<file path="src/rtl/decoder_scan_if.sv">
// Bundle of control inputs and strobe outputs for the decoder_scan line decoder.
interface decoder_scan_if #(
  parameter int SEL_W   = 3,
  parameter int DWELL_W = 4
);
  localparam int N = 1 << SEL_W;

  logic               en;
  logic               mode;
  logic [SEL_W-1:0]   sel;
  logic [DWELL_W-1:0] dwell;
  logic [N-1:0]       d;
  logic [SEL_W-1:0]   idx;
  logic               wrap;

  modport master (
    output en, mode, sel, dwell,
    input  d, idx, wrap
  );

  modport slave (
    input  en, mode, sel, dwell,
    output d, idx, wrap
  );
endinterface

</file>
<file path="src/rtl/decoder_scan.sv">
// Registered one-hot line decoder with direct decode and a dwell-timed auto-scan mode,
// used as a digit/row strobe generator.
module decoder_scan #(
  parameter int SEL_W   = 3,
  parameter int DWELL_W = 4,
  parameter int REVERSE = 1
) (
  input logic           clk,
  input logic           rst_n,
  decoder_scan_if.slave bus
);
  localparam int N = 1 << SEL_W;

  typedef enum logic [1:0] {IDLE, DIRECT, SCAN} st_t;

  st_t                st, st_nxt;
  logic [N-1:0]       d_q, d_nxt;
  logic [SEL_W-1:0]   idx_q, idx_nxt;
  logic [DWELL_W-1:0] cnt_q, cnt_nxt;
  logic               wrap_q, wrap_nxt;
  logic [SEL_W-1:0]   idx_adv;

  // Legacy ordering N-1-i is just the bitwise complement of an SEL_W-bit index.
  function automatic logic [N-1:0] strobe(input logic [SEL_W-1:0] i);
    logic [SEL_W-1:0] m;
    logic [N-1:0]     oh;
    m     = (REVERSE != 0) ? ~i : i;
    oh    = '0;
    oh[m] = 1'b1;
    return oh;
  endfunction

  always_ff @(posedge clk or negedge rst_n) begin
    if (!rst_n) begin
      st     <= IDLE;
      d_q    <= '0;
      idx_q  <= '0;
      cnt_q  <= '0;
      wrap_q <= 1'b0;
    end else begin
      st     <= st_nxt;
      d_q    <= d_nxt;
      idx_q  <= idx_nxt;
      cnt_q  <= cnt_nxt;
      wrap_q <= wrap_nxt;
    end
  end

  always_comb begin
    st_nxt = IDLE;
    if (bus.en) st_nxt = bus.mode ? SCAN : DIRECT;
  end

  assign idx_adv = idx_q + 1'b1;

  always_comb begin
    d_nxt    = '0;
    idx_nxt  = idx_q;
    cnt_nxt  = '0;
    wrap_nxt = 1'b0;
    if (bus.en) begin
      if (!bus.mode) begin
        idx_nxt = bus.sel;
        d_nxt   = strobe(bus.sel);
      end else if (st != SCAN) begin
        // Entry edge: show the held index and start its dwell from zero.
        d_nxt = strobe(idx_q);
      end else if (cnt_q < bus.dwell) begin
        cnt_nxt = cnt_q + 1'b1;
        d_nxt   = strobe(idx_q);
      end else begin
        // Also covers dwell lowered below the running count.
        idx_nxt  = idx_adv;
        d_nxt    = strobe(idx_adv);
        wrap_nxt = &idx_q;
      end
    end
  end

  assign bus.d    = d_q;
  assign bus.idx  = idx_q;
  assign bus.wrap = wrap_q;
endmodule

</file>
<file path="src/flat_wrapper.sv">
// flat-port wrapper written by rule: the top's interface ports become plain ports
module decoder_scan_flat 
#(
  parameter int SEL_W   = 3,
  parameter int DWELL_W = 4,
  parameter int REVERSE = 1
)
  (clk, rst_n, bus_en, bus_mode, bus_sel, bus_dwell, bus_d, bus_idx, bus_wrap);
  decoder_scan_if #(.SEL_W(SEL_W), .DWELL_W(DWELL_W)) bus_i ();
  input logic clk;
  input logic rst_n;
  input wire logic [$bits(bus_i.en)-1:0] bus_en;
  input wire logic [$bits(bus_i.mode)-1:0] bus_mode;
  input wire logic [$bits(bus_i.sel)-1:0] bus_sel;
  input wire logic [$bits(bus_i.dwell)-1:0] bus_dwell;
  output wire logic [$bits(bus_i.d)-1:0] bus_d;
  output wire logic [$bits(bus_i.idx)-1:0] bus_idx;
  output wire logic [$bits(bus_i.wrap)-1:0] bus_wrap;
  assign bus_i.en = bus_en;
  assign bus_i.mode = bus_mode;
  assign bus_i.sel = bus_sel;
  assign bus_i.dwell = bus_dwell;
  assign bus_d = bus_i.d;
  assign bus_idx = bus_i.idx;
  assign bus_wrap = bus_i.wrap;
  decoder_scan #(.SEL_W(SEL_W), .DWELL_W(DWELL_W), .REVERSE(REVERSE)) u_core (.clk(clk), .rst_n(rst_n), .bus(bus_i));
endmodule
</file>
<file path="config.mk">
export PLATFORM = sky130hd
export DESIGN_NAME = decoder_scan_flat
export DESIGN_NICKNAME = d
export VERILOG_FILES = /design/src/rtl/decoder_scan_if.sv /design/src/rtl/decoder_scan.sv /design/src/flat_wrapper.sv
export SDC_FILE = /design/constraint.sdc
export NUM_CORES = 1
export LEC_CHECK = 0
export ABC_AREA = 0
export CORE_MARGIN = 2
export CORE_UTILIZATION = 40
export DETAILED_ROUTE_END_ITERATION = 7
export GPL_ROUTABILITY_DRIVEN = 0
export HOLD_SLACK_MARGIN = 0.1
export PLACE_DENSITY_LB_ADDON = 0.15
export SLEW_MARGIN = 20
export SYNTH_ARGS = -nofsm -noshare
export SYNTH_HDL_FRONTEND = slang
export SYNTH_SLANG_ARGS = --single-unit
</file>
<file path="constraint.sdc">
create_clock -name clk -period 1.6 [get_ports clk]
set_input_delay 0.32 -clock clk [delete_from_list [all_inputs] [get_ports clk]]
set_output_delay 0.32 -clock clk [all_outputs]
set_load 0.02 [all_outputs]
</file>
==> run_results.csv, run 1 <==
group,metric,value,unit
run_status,status,"finished with violations",
run_status,failed_checks,"negative setup slack",
timing,final_critical_path_share_of_the_clock_period,1.08,
route,drtAntennaViolNets,0,
final_layout,fillers,178,
global_route,grt_start_max_net_pins,19,
timing,finalMaxSlewViolations,0,
route,vias_per_cell,5.53,
placed_design,port_buffers,22,
final_layout,layout-area-overhead-vs-synth,58.4,%
timing,grt_setup_unrepaired,"yes",
placed_design,post-place-cells,167,
timing,achievable-frequency,0.579,GHz
pwr,p_leak,0.000729,uW
critical_path,critPathMaxFanout,5,
synth,syn_inst,100,
cts,clock_tree.htree_level_count,1,
synth,postSynthNetCount,117,
placed_design,detailed_place_hpwl,1930,um
pwr,pwr_dens,700,nW/um2
global_route,grtUsageTotal,0.196,
route,drt-pass1-iter-count,4,
pwr,power.ir.vdd_worst,678,uV
critical_path,worst_setup_path_start_kind,"register",
placed_design,place_area,1430,um2
synth,synth.ff_latch_count,18,
critical_path,worst-r2r-setup-slack,-130,ps
critical_path,endpoint_kind,"register",
route,postRouteWirelength,2590,um
floorplan,core-area,2430,um2
final_layout,finalNetCount,160,
synth,synth.avg_cell_area,10.2,um2
cts,postCtsHoldBufs,0,
route,detailroute.wirelength.met2,1230,um
synth,netlist-cell-type-count,29,
cts,cts_root_buffer,"sky130_fd_sc_hd__clkbuf_4",
global_route,grt_pass1_wl,4080,um
timing,setup_slack,-127,ps
cts,number_of_sinks_driven_by_the_clock_tree,18,
route,routedLengthMet1,1170,um
synth,post_synth_instance_area,1020,um2
final_layout,post_layout_nonfiller_instances,172,
synth,yosysWarnings,0,
route,top_layer_used,"met4",
floorplan,start_util,0.418,
critical_path,criticalPathCategory,"register to register",
floorplan,core.rowCount,18,
cts,clock_insertion_delay_worst_skew,290,ps
timing,report.final.setup_viol,11,
floorplan,floorplan.die.width,54.4,um
cts,clock_tree.buffer_depth,2,
floorplan,io_pins,23,
route,wire_per_inst,15.1,um
critical_path,worst_ep_arrival_time,1910,ps
cts,worst_setup_hold_path_clk_slew,100,ps
job,max_cap_violations,0,
timing,pin_slew_with_the_least_headroom_to_its_limit,390,ps
route,detail_route.drc_violations,0,
global_route,antenna_violations_before_repair,0,
timing,finalClockSkew,0.931,ps
timing,final-hold-violation-count,0,
cts,tritoncts,"done",
placed_design,place_worst_setup_slack,-637,ps
hold_path,min-delay-path-class,"input pin to asynchronous set/reset pin",
route,route.met3.wl,136,um
floorplan,fp.dieH,54.4,um
timing,maxSlewHeadroom,0.739,
timing,finalWorstPathRequiredPeriod,1730,ps
cts,cts_made_buffers,3,
final_layout,postLayoutCellArea,1610,um2
floorplan,design.die.area,2960,um2
final_layout,insertedDiodeCount,0,
final_layout,drive_gt1_frac,0.338,
global_route,grt_overflow_total,0,
critical_path,cp.required,1780,ps
route,detailroute.via_count,951,
global_route,via_count_of_the_first_global_routing_pass,892,
route,detailedRoute.firstIterationViolations,19,
synth,synth.yosys.seq_area_share,0.443,
## registers in the layout (all words and copies together), names as in the netlist
register	flops
u_core.cnt_q	4
u_core.bus.wrap	1
u_core.bus.d	8
u_core.bus.idx	3
u_core.st	2
## cell families after synthesis
| logic type | Yosys count | share of synthesized area |
|---|---|---|
| AND/OR/NAND/NOR | 47 | 0.251 |
| flip-flops | 18 | 0.443 |
| AO/OA/AOI/OAI | 18 | 0.174 |
| buffers and inverters | 9 | 0.0406 |
| adder cells (fa/ha/maj) | 6 | 0.0739 |
| XOR/XNOR | 2 | 0.0172 |
## placed cells by master, fill, tap and decap left out, types with 2 or more instances in the layout
| cell | Yosys | layout |
|---|---|---|
| sky130_fd_sc_hd__nand2b_1 | 4 | 4 |
| sky130_fd_sc_hd__nand2_1 | 10 | 10 |
| sky130_fd_sc_hd__buf_6 | 1 | 2 |
| sky130_fd_sc_hd__a221o_1 | 3 | 3 |
| sky130_fd_sc_hd__nor3_1 | 6 | 5 |
| sky130_fd_sc_hd__dfrtp_2 | 0 | 2 |
| sky130_fd_sc_hd__ha_4 | 0 | 5 |
| sky130_fd_sc_hd__buf_4 | 0 | 16 |
| sky130_fd_sc_hd__nor2b_1 | 3 | 3 |
| sky130_fd_sc_hd__clkbuf_4 | 0 | 3 |
| sky130_fd_sc_hd__nor2_1 | 4 | 3 |
| sky130_fd_sc_hd__dfrtp_1 | 18 | 16 |
| sky130_fd_sc_hd__nand3_1 | 7 | 7 |
| sky130_fd_sc_hd__o221ai_2 | 0 | 5 |
| sky130_fd_sc_hd__clkdlybuf4s50_1 | 0 | 13 |
| sky130_fd_sc_hd__dlygate4sd2_1 | 0 | 6 |
| sky130_fd_sc_hd__and2_1 | 2 | 2 |
| sky130_fd_sc_hd__dlymetal6s2s_1 | 0 | 3 |
| sky130_fd_sc_hd__or3_1 | 5 | 4 |
| sky130_fd_sc_hd__inv_1 | 7 | 5 |
| sky130_fd_sc_hd__o311ai_4 | 0 | 2 |
| sky130_fd_sc_hd__inv_2 | 0 | 2 |
| sky130_fd_sc_hd__o221ai_1 | 8 | 3 |
## per-stage QoR
| stage | setup TNS, ps | hold WS [ps] | utilization | total power [uW] |
|---|---|---|---|---|
| floorplan | -88.3 | 24.4 | - | 677 |
| global placement | -7520 | 536 | 0.587 | 815 |
| detailed placement | -8090 | 539 | 0.587 | 821 |
| CTS | -932 | 349 | 0.647 | 1120 |
| global route | -1420 | 361 | 0.662 | 1180 |
| finish | -739 | 345 | 0.662 | 1130 |
## per-layer routing
metal,vias up,global-route usage
met1,449,0.277
met2,34,0.291
met3,8,0.0328
li1,460,-
met5,-,0
met4,0,0.0875
## report_power, final
part / total (uW) / switching [uW] / internal (uW)
Sequential: 503 / 24.7 / 478
Combinational: 345 / 184 / 161
Clock: 279 / 140 / 139
Total: 1130 / 349 / 778
## what timing repair did
| action | 4_1_cts | 5_1_grt |
|---|---|---|
| endpoints found under the setup margin | 19 | 16 |
| pin swaps | 10 | 7 |
| resized for setup | 26 | 6 |
| buffers inserted | 2 | 1 |
## path summary, 6_finish.rpt
kind | from | end | depth (start not counted)
min reg2reg | u_core.cnt_q[0] | u_core.cnt_q[0] | 2
max | u_core.cnt_q[1] | u_core.bus.idx[0] | 5
max reg2reg | u_core.cnt_q[1] | u_core.bus.idx[0] | 5
max in group asynchronous | rst_n | u_core.bus.idx[1] | 2
min in group clk | u_core.cnt_q[0] | u_core.cnt_q[0] | 2
min | rst_n | u_core.cnt_q[3] | 2
## layout make-up
type	instances	area [um2]	area share
Inverter	7	26.3	0.0163
Timing Repair Buffer	40	363	0.226
Multi-Input combinational cell	73	693	0.431
Clock buffer	4	36.3	0.0226
Sequential cell	18	453	0.281
Tap cell	30	37.5	0.0233
## worst max-delay path: stages, from the launching register on
cell	delay [ps]
sky130_fd_sc_hd__dfrtp_1	440
sky130_fd_sc_hd__ha_4	240
sky130_fd_sc_hd__a2111oi_4	370
sky130_fd_sc_hd__buf_6	200
sky130_fd_sc_hd__nor3_2	40
sky130_fd_sc_hd__a221o_1	320
## synthesized netlist by cell type
library cell                number  area share
sky130_fd_sc_hd__a221o_1         3       0.030
sky130_fd_sc_hd__buf_6           1       0.011
sky130_fd_sc_hd__nand2b_4        1       0.014
sky130_fd_sc_hd__inv_1           7       0.026
sky130_fd_sc_hd__and2_2          1      0.0074
sky130_fd_sc_hd__ha_1            6       0.074
sky130_fd_sc_hd__xnor2_1         1      0.0086
sky130_fd_sc_hd__o311ai_1        2       0.017
sky130_fd_sc_hd__nor4_1          1      0.0062
sky130_fd_sc_hd__a211o_2         1      0.0099
sky130_fd_sc_hd__and2_1          2       0.012
sky130_fd_sc_hd__nand3_1         7       0.034
sky130_fd_sc_hd__nand2b_1        4       0.025
sky130_fd_sc_hd__a41oi_1         1      0.0086
sky130_fd_sc_hd__nor2b_1         3       0.018
sky130_fd_sc_hd__or3_1           5       0.031
sky130_fd_sc_hd__o21a_1          1      0.0074
sky130_fd_sc_hd__and4b_1         1      0.0099
sky130_fd_sc_hd__nor2_1          4       0.015
sky130_fd_sc_hd__xor2_1          1      0.0086
sky130_fd_sc_hd__dfrtp_1        18        0.44
sky130_fd_sc_hd__o221ai_1        8       0.069
sky130_fd_sc_hd__a2111oi_4       1       0.027
sky130_fd_sc_hd__nor3_1          6       0.030
sky130_fd_sc_hd__buf_1           1      0.0037
sky130_fd_sc_hd__and3_1          1      0.0062
sky130_fd_sc_hd__o21ai_0         1      0.0049
sky130_fd_sc_hd__nand2_1        10       0.037
sky130_fd_sc_hd__or2_2           1      0.0062
No activity file was read; power rests on OpenSTA's default activity.
==> inputs of run 2 (changes only) <==
Settings changed: CORE_MARGIN 2 to 5.
==> run 2 against run 1 <==
  * The flow finishes with violations (design-rule violations, negative setup slack)
  * Critical path depth unchanged
  * Routed wire length up 9.3%
  * First-iteration DRC count increased by 21%
  * Combinational power increased by 1%
  * Cell count rose by 2.3%
  * Largest cell class unchanged
  * Largest power group unchanged
  * Highest routed layer unchanged
==> run_results.csv, run 2 (same netlist as run 1, synthesis figures left out) <==
group,metric,value,unit
run_status,status,"finished with violations",
run_status,failed_checks,"design-rule violations, negative setup slack",
pwr,p_leak,0.000706,uW
timing,achievable-frequency,0.577,GHz
final_layout,largest_register_ffs,8,
floorplan,fp.dieH,60.4,um
global_route,grtUsageTotal,0.178,
global_route,grt_overflow_total,0,
timing,finalWorstPathRequiredPeriod,1730,ps
hold_path,min-delay-path-class,"input pin to asynchronous set/reset pin",
floorplan,design.die.area,3650,um2
route,wire_per_inst,16.1,um
placed_design,port_buffers,22,
critical_path,endpoint_kind,"register",
critical_path,criticalPathCategory,"register to register",
cts,cts_made_buffers,3,
cts,worst_setup_hold_path_clk_slew,100,ps
route,detailroute.via_count,968,
route,detailedRoute.firstIterationViolations,23,
final_layout,mostFrequentLayoutCell,"sky130_fd_sc_hd__buf_4",
cts,tritoncts,"done",
final_layout,layout_common_cells,"sky130_fd_sc_hd__buf_4 (21), sky130_fd_sc_hd__dfrtp_1 (16), sky130_fd_sc_hd__clkdlybuf4s50_1 (15)",
timing,finalClockSkew,5.12,ps
cts,clock_tree.buffer_depth,2,
job,max_cap_violations,0,
floorplan,core-area,2450,um2
route,detail_route.drc_violations,2,
route,drtAntennaViolNets,0,
critical_path,worst_setup_path_start_kind,"register",
timing,pin_slew_with_the_least_headroom_to_its_limit,386,ps
cts,clock_tree.htree_level_count,1,
timing,final-hold-violation-count,0,
cts,cts_root_buffer,"sky130_fd_sc_hd__clkbuf_4",
global_route,antenna_violations_before_repair,0,
global_route,via_count_of_the_first_global_routing_pass,1025,
global_route,grt_pass1_wl,4890,um
floorplan,core.rowCount,18,
final_layout,post_layout_nonfiller_instances,176,
critical_path,worst-r2r-cell-count,5,
floorplan,floorplan.die.width,60.4,um
timing,tns,-1260,ps
final_layout,insertedDiodeCount,0,
route,drt-pass1-iter-count,6,
critical_path,critPathMaxFanout,4,
floorplan,start_util,0.414,
timing,maxSlewHeadroom,0.742,
pwr,power.ir.vdd_worst,513,uV
critical_path,cp.required,1790,ps
final_layout,finalCoreUtilization,0.671,
timing,final_critical_path_share_of_the_clock_period,1.08,
timing,grt_setup_unrepaired,"yes",
final_layout,postLayoutCellArea,1650,um2
route,vias_per_cell,5.50,
global_route,grt_start_max_net_pins,19,
placed_design,post-place-cells,168,
placed_design,place_area,1440,um2
timing,setup_slack,-134,ps
critical_path,worst_ep_arrival_time,1920,ps
cts,clock_insertion_delay_worst_skew,290,ps
final_layout,layout-area-overhead-vs-synth,62.1,%
placed_design,detailed_place_hpwl,2090,um
timing,finalMaxSlewViolations,0,
floorplan,io_pins,23,
route,postRouteWirelength,2830,um
pwr,pwr_dens,687,nW/um2
timing,report.final.setup_viol,14,
cts,number_of_sinks_driven_by_the_clock_tree,18,
final_layout,drive_gt1_frac,0.404,
final_layout,finalNetCount,164,
## run 2: cell count changes in the layout (fill, tap and decap cells not counted), sizes merged
cell,delta
dlymetal6s2s,-2
buf,+4
clkdlybuf4s50,+2
## run 2: path summary, 6_finish.rpt
| kind | slack [ps] | end | start |
|---|---|---|---|
| setup reg to reg | -130 | u_core.bus.idx[0] | u_core.cnt_q[1] |
| setup / recovery | -130 | u_core.bus.idx[0] | u_core.cnt_q[1] |
| min in group clk | 560 | u_core.cnt_q[0] | u_core.cnt_q[0] |
| hold reg to reg | 560 | u_core.cnt_q[0] | u_core.cnt_q[0] |
| max in group asynchronous | 1030 | u_core.bus.idx[1] | rst_n |
| hold / removal | 350 | u_core.cnt_q[2] | rst_n |
## run 2: cell type report
cell class	count	area, um2
inverter	7	26.3
multi-input combinational	73	709
tap	30	37.5
fill	200	808
sequential	18	453
clock buffer	4	36.3
timing repair buffer	44	384
## run 2: metal layers
layer / GRT usage / vias up / share of wire
met1: 0.235 / 477 / 0.43
met5: 0 / - / 0
met3: 0.0426 / 2 / 0.053
li1: - / 462 / -
met2: 0.299 / 27 / 0.51
met4: 0.0316 / 0 / 0.0046
## run 2: metrics by stage
stage	total power [uW]	hold slack (ps)	worst slack, ps
6_report	1130	346	-134
5_1_grt	1190	368	-187
4_1_cts	1140	352	-121
3_5_place_dp	826	548	-651
3_3_place_gp	821	550	-622
2_1_floorplan	677	24.4	-25.5
## run 2: what timing repair did
action / in CTS / in global routing
setup buffers: 4 / 0
hold buffers: 0 / 0
setup endpoints to repair: 19 / 17
pin swaps: 18 / 6
resized for setup: 25 / 9
## run 2: worst max-delay path: stages (launching register included)
cell	delay, ps
sky130_fd_sc_hd__dfrtp_1	430
sky130_fd_sc_hd__ha_4	260
sky130_fd_sc_hd__a2111oi_4	400
sky130_fd_sc_hd__buf_4	210
sky130_fd_sc_hd__nor3_2	40
sky130_fd_sc_hd__a221o_1	290
## run 2: where the power goes
group | internal, uW | total (uW) | switching [uW] | leakage [uW]
combinational | 167 | 350 | 183 | 0.000445
sequential | 478 | 503 | 25.2 | 0.000240
clock | 139 | 277 | 139 | 0.0000210
==> inputs of run 3 (changes only) <==
Settings changed: CORE_ASPECT_RATIO set to 0.9.
Clock period 1.6 ns to 2.15 ns, I/O delays scaled along.
==> run 3 against run 2 <==
  * The flow now finishes without violations
  * Total power shrank 32%
  * Combinational power decreased by 44%
  * Die area about the same
  * Global-route usage is 4.3 points lower
  * Sequential share of layout area up 5.3 points
  * Critical endpoint unchanged
  * Clock power is 26% lower
==> run_results.csv, run 3 (same netlist as run 1, synthesis figures left out) <==
group,metric,value,unit
run_status,status,"completed",
final_layout,register_area,450,um2
route,drtAntennaViolNets,0,
floorplan,floorplan.die.width,63.1,um
route,detail_route.drc_violations,0,
pwr,netSwitchingPower,221,uW
critical_path,worst_setup_path_start_kind,"input pin",
route,detailedRoute.firstIterationViolations,28,
final_layout,insertedDiodeCount,0,
timing,maxSlewHeadroom,0.732,
cts,tritoncts,"done",
pwr,pwr_dens,563,nW/um2
critical_path,cp.required,2340,ps
cts,postCtsHoldBufs,0,
route,wire_per_inst,14.1,um
final_layout,layout_common_cells,"sky130_fd_sc_hd__clkdlybuf4s50_1 (22), sky130_fd_sc_hd__dfrtp_1 (18), sky130_fd_sc_hd__nand2_1 (10), sky130_fd_sc_hd__buf_4 (10), sky130_fd_sc_hd__o221ai_1 (8)",
global_route,grt_start_max_net_pins,19,
route,postRouteWirelength,2290,um
final_layout,multi_input_area,529,um2
floorplan,io_pins,23,
placed_design,post-place-cells,158,
global_route,grtUsageTotal,0.135,
pwr,cell_internal_pwr,552,uW
floorplan,design.die.area,3650,um2
final_layout,fillers,214,
global_route,grt_overflow_total,0,
cts,post_cts_buffers,0,
cts,clock_tree.buffer_depth,2,
cts,cts_root_buffer,"sky130_fd_sc_hd__clkbuf_4",
final_layout,postLayoutCellArea,1370,um2
floorplan,start_util,0.415,
pwr,clkPwrFrac,0.264,
timing,setup_slack,107,ps
final_layout,finalNetCount,152,
placed_design,port_buffers,22,
critical_path,critPathMaxFanout,5,
timing,final-hold-violation-count,0,
final_layout,mostFrequentLayoutCell,"sky130_fd_sc_hd__clkdlybuf4s50_1",
global_route,grt_pass1_wl,3910,um
cts,clock_tree.htree_level_count,1,
placed_design,detailed_place_hpwl,1830,um
timing,report.final.setup_viol,0,
final_layout,drive_gt1_frac,0.149,
critical_path,critical_path_buf_inv_count,3,
critical_path,crit_slowest_cell,"sky130_fd_sc_hd__clkdlybuf4s50_1",
hold_path,min-delay-path-class,"input pin to asynchronous set/reset pin",
placed_design,place_area,1330,um2
pwr,seqPwrFrac,0.483,
timing,finalClockSkew,4.40,ps
job,max_cap_violations,0,
timing,finalMaxSlewViolations,0,
pwr,power.switching_fraction,0.285,
route,drt-pass1-iter-count,4,
route,vias_per_cell,5.49,
critical_path,endpoint_kind,"register",
timing,grt_setup_unrepaired,"no",
timing,final_critical_path_share_of_the_clock_period,0.950,
critical_path,timing.critical_path.cells,"clkdlybuf4s50_1, inv_1, ha_1, a2111oi_4, buf_4, nor3_1, a221o_1",
cts,number_of_sinks_driven_by_the_clock_tree,18,
pwr,power.ir.vdd_worst,372,uV
cts,cts_made_buffers,3,
critical_path,criticalPathCategory,"input pin to register",
pwr,p_leak,0.000607,uW
final_layout,post_layout_nonfiller_instances,162,
floorplan,core-area,2450,um2
final_layout,layout-area-overhead-vs-synth,35.1,%
route,detailroute.via_count,889,
cts,worst_setup_hold_path_clk_slew,100,ps
pwr,comb_power_share,0.253,
global_route,via_count_of_the_first_global_routing_pass,840,
final_layout,finalCoreUtilization,0.561,
critical_path,critical_path.top_delay_family,"compound AO/OA/AOI/OAI gates",
placed_design,place_worst_setup_slack,-257,ps
floorplan,fp.dieH,57.8,um
critical_path,worst_ep_arrival_time,2230,ps
timing,final.hold.worst_slack,450,ps
timing,pin_slew_with_the_least_headroom_to_its_limit,403,ps
critical_path,worst_path_largest_cell_delay,450,ps
timing,achievable-frequency,0.489,GHz
cts,clock_insertion_delay_worst_skew,290,ps
timing,finalWorstPathRequiredPeriod,2040,ps
final_layout,largest_register_ffs,8,
floorplan,core.rowCount,17,
cts,post_cts.resized_instances,0,
global_route,antenna_violations_before_repair,0,
[run 3: path summary, 6_finish.rpt]
path                                           to  slack [ps]  cells past startpoint             from
max in group asynchronous         u_core.bus.d[3]        1510                      2            rst_n
worst max-delay path            u_core.bus.idx[0]         110                      7     bus_dwell[1]
worst min register to register    u_core.cnt_q[0]         520                      1  u_core.cnt_q[0]
worst min-delay path            u_core.bus.idx[0]         450                      2            rst_n
min in group clk                  u_core.cnt_q[0]         520                      1  u_core.cnt_q[0]
worst max register to register  u_core.bus.idx[0]         310                      5  u_core.cnt_q[1]
[run 3: area by class of cell]
class / count / area share
clock buffers: 4 / 0.0264
repair buffers: 32 / 0.215
well taps: 28 / 0.0255
multi-input cells: 73 / 0.386
inverters: 7 / 0.0191
flip-flops and latches: 18 / 0.328
[run 3: stage by stage]
step           total power [uW]  TNS (ps)
2_1_floorplan               483         0
3_3_place_gp                574     -2080
3_5_place_dp                575     -2650
4_1_cts                     781         0
5_1_grt                     819         0
6_report                    773         0
[run 3: power groups by stage]
stage | clock network, uW | registers [uW] | logic (uW)
after floorplan | 0 | 394 | 89.4
after global placement | 0 | 379 | 195
after detailed placement | 0 | 380 | 196
after CTS | 212 | 373 | 196
after global routing | 228 | 376 | 215
final | 204 | 373 | 196
[run 3: routing by layer]
metal	global-route usage	share of wire	vias to the layer above
met5	0	0	-
met1	0.180	0.46	421
met3	0.0388	0.056	5
met2	0.206	0.47	23
met4	0.0545	0.015	0
li1	-	-	440
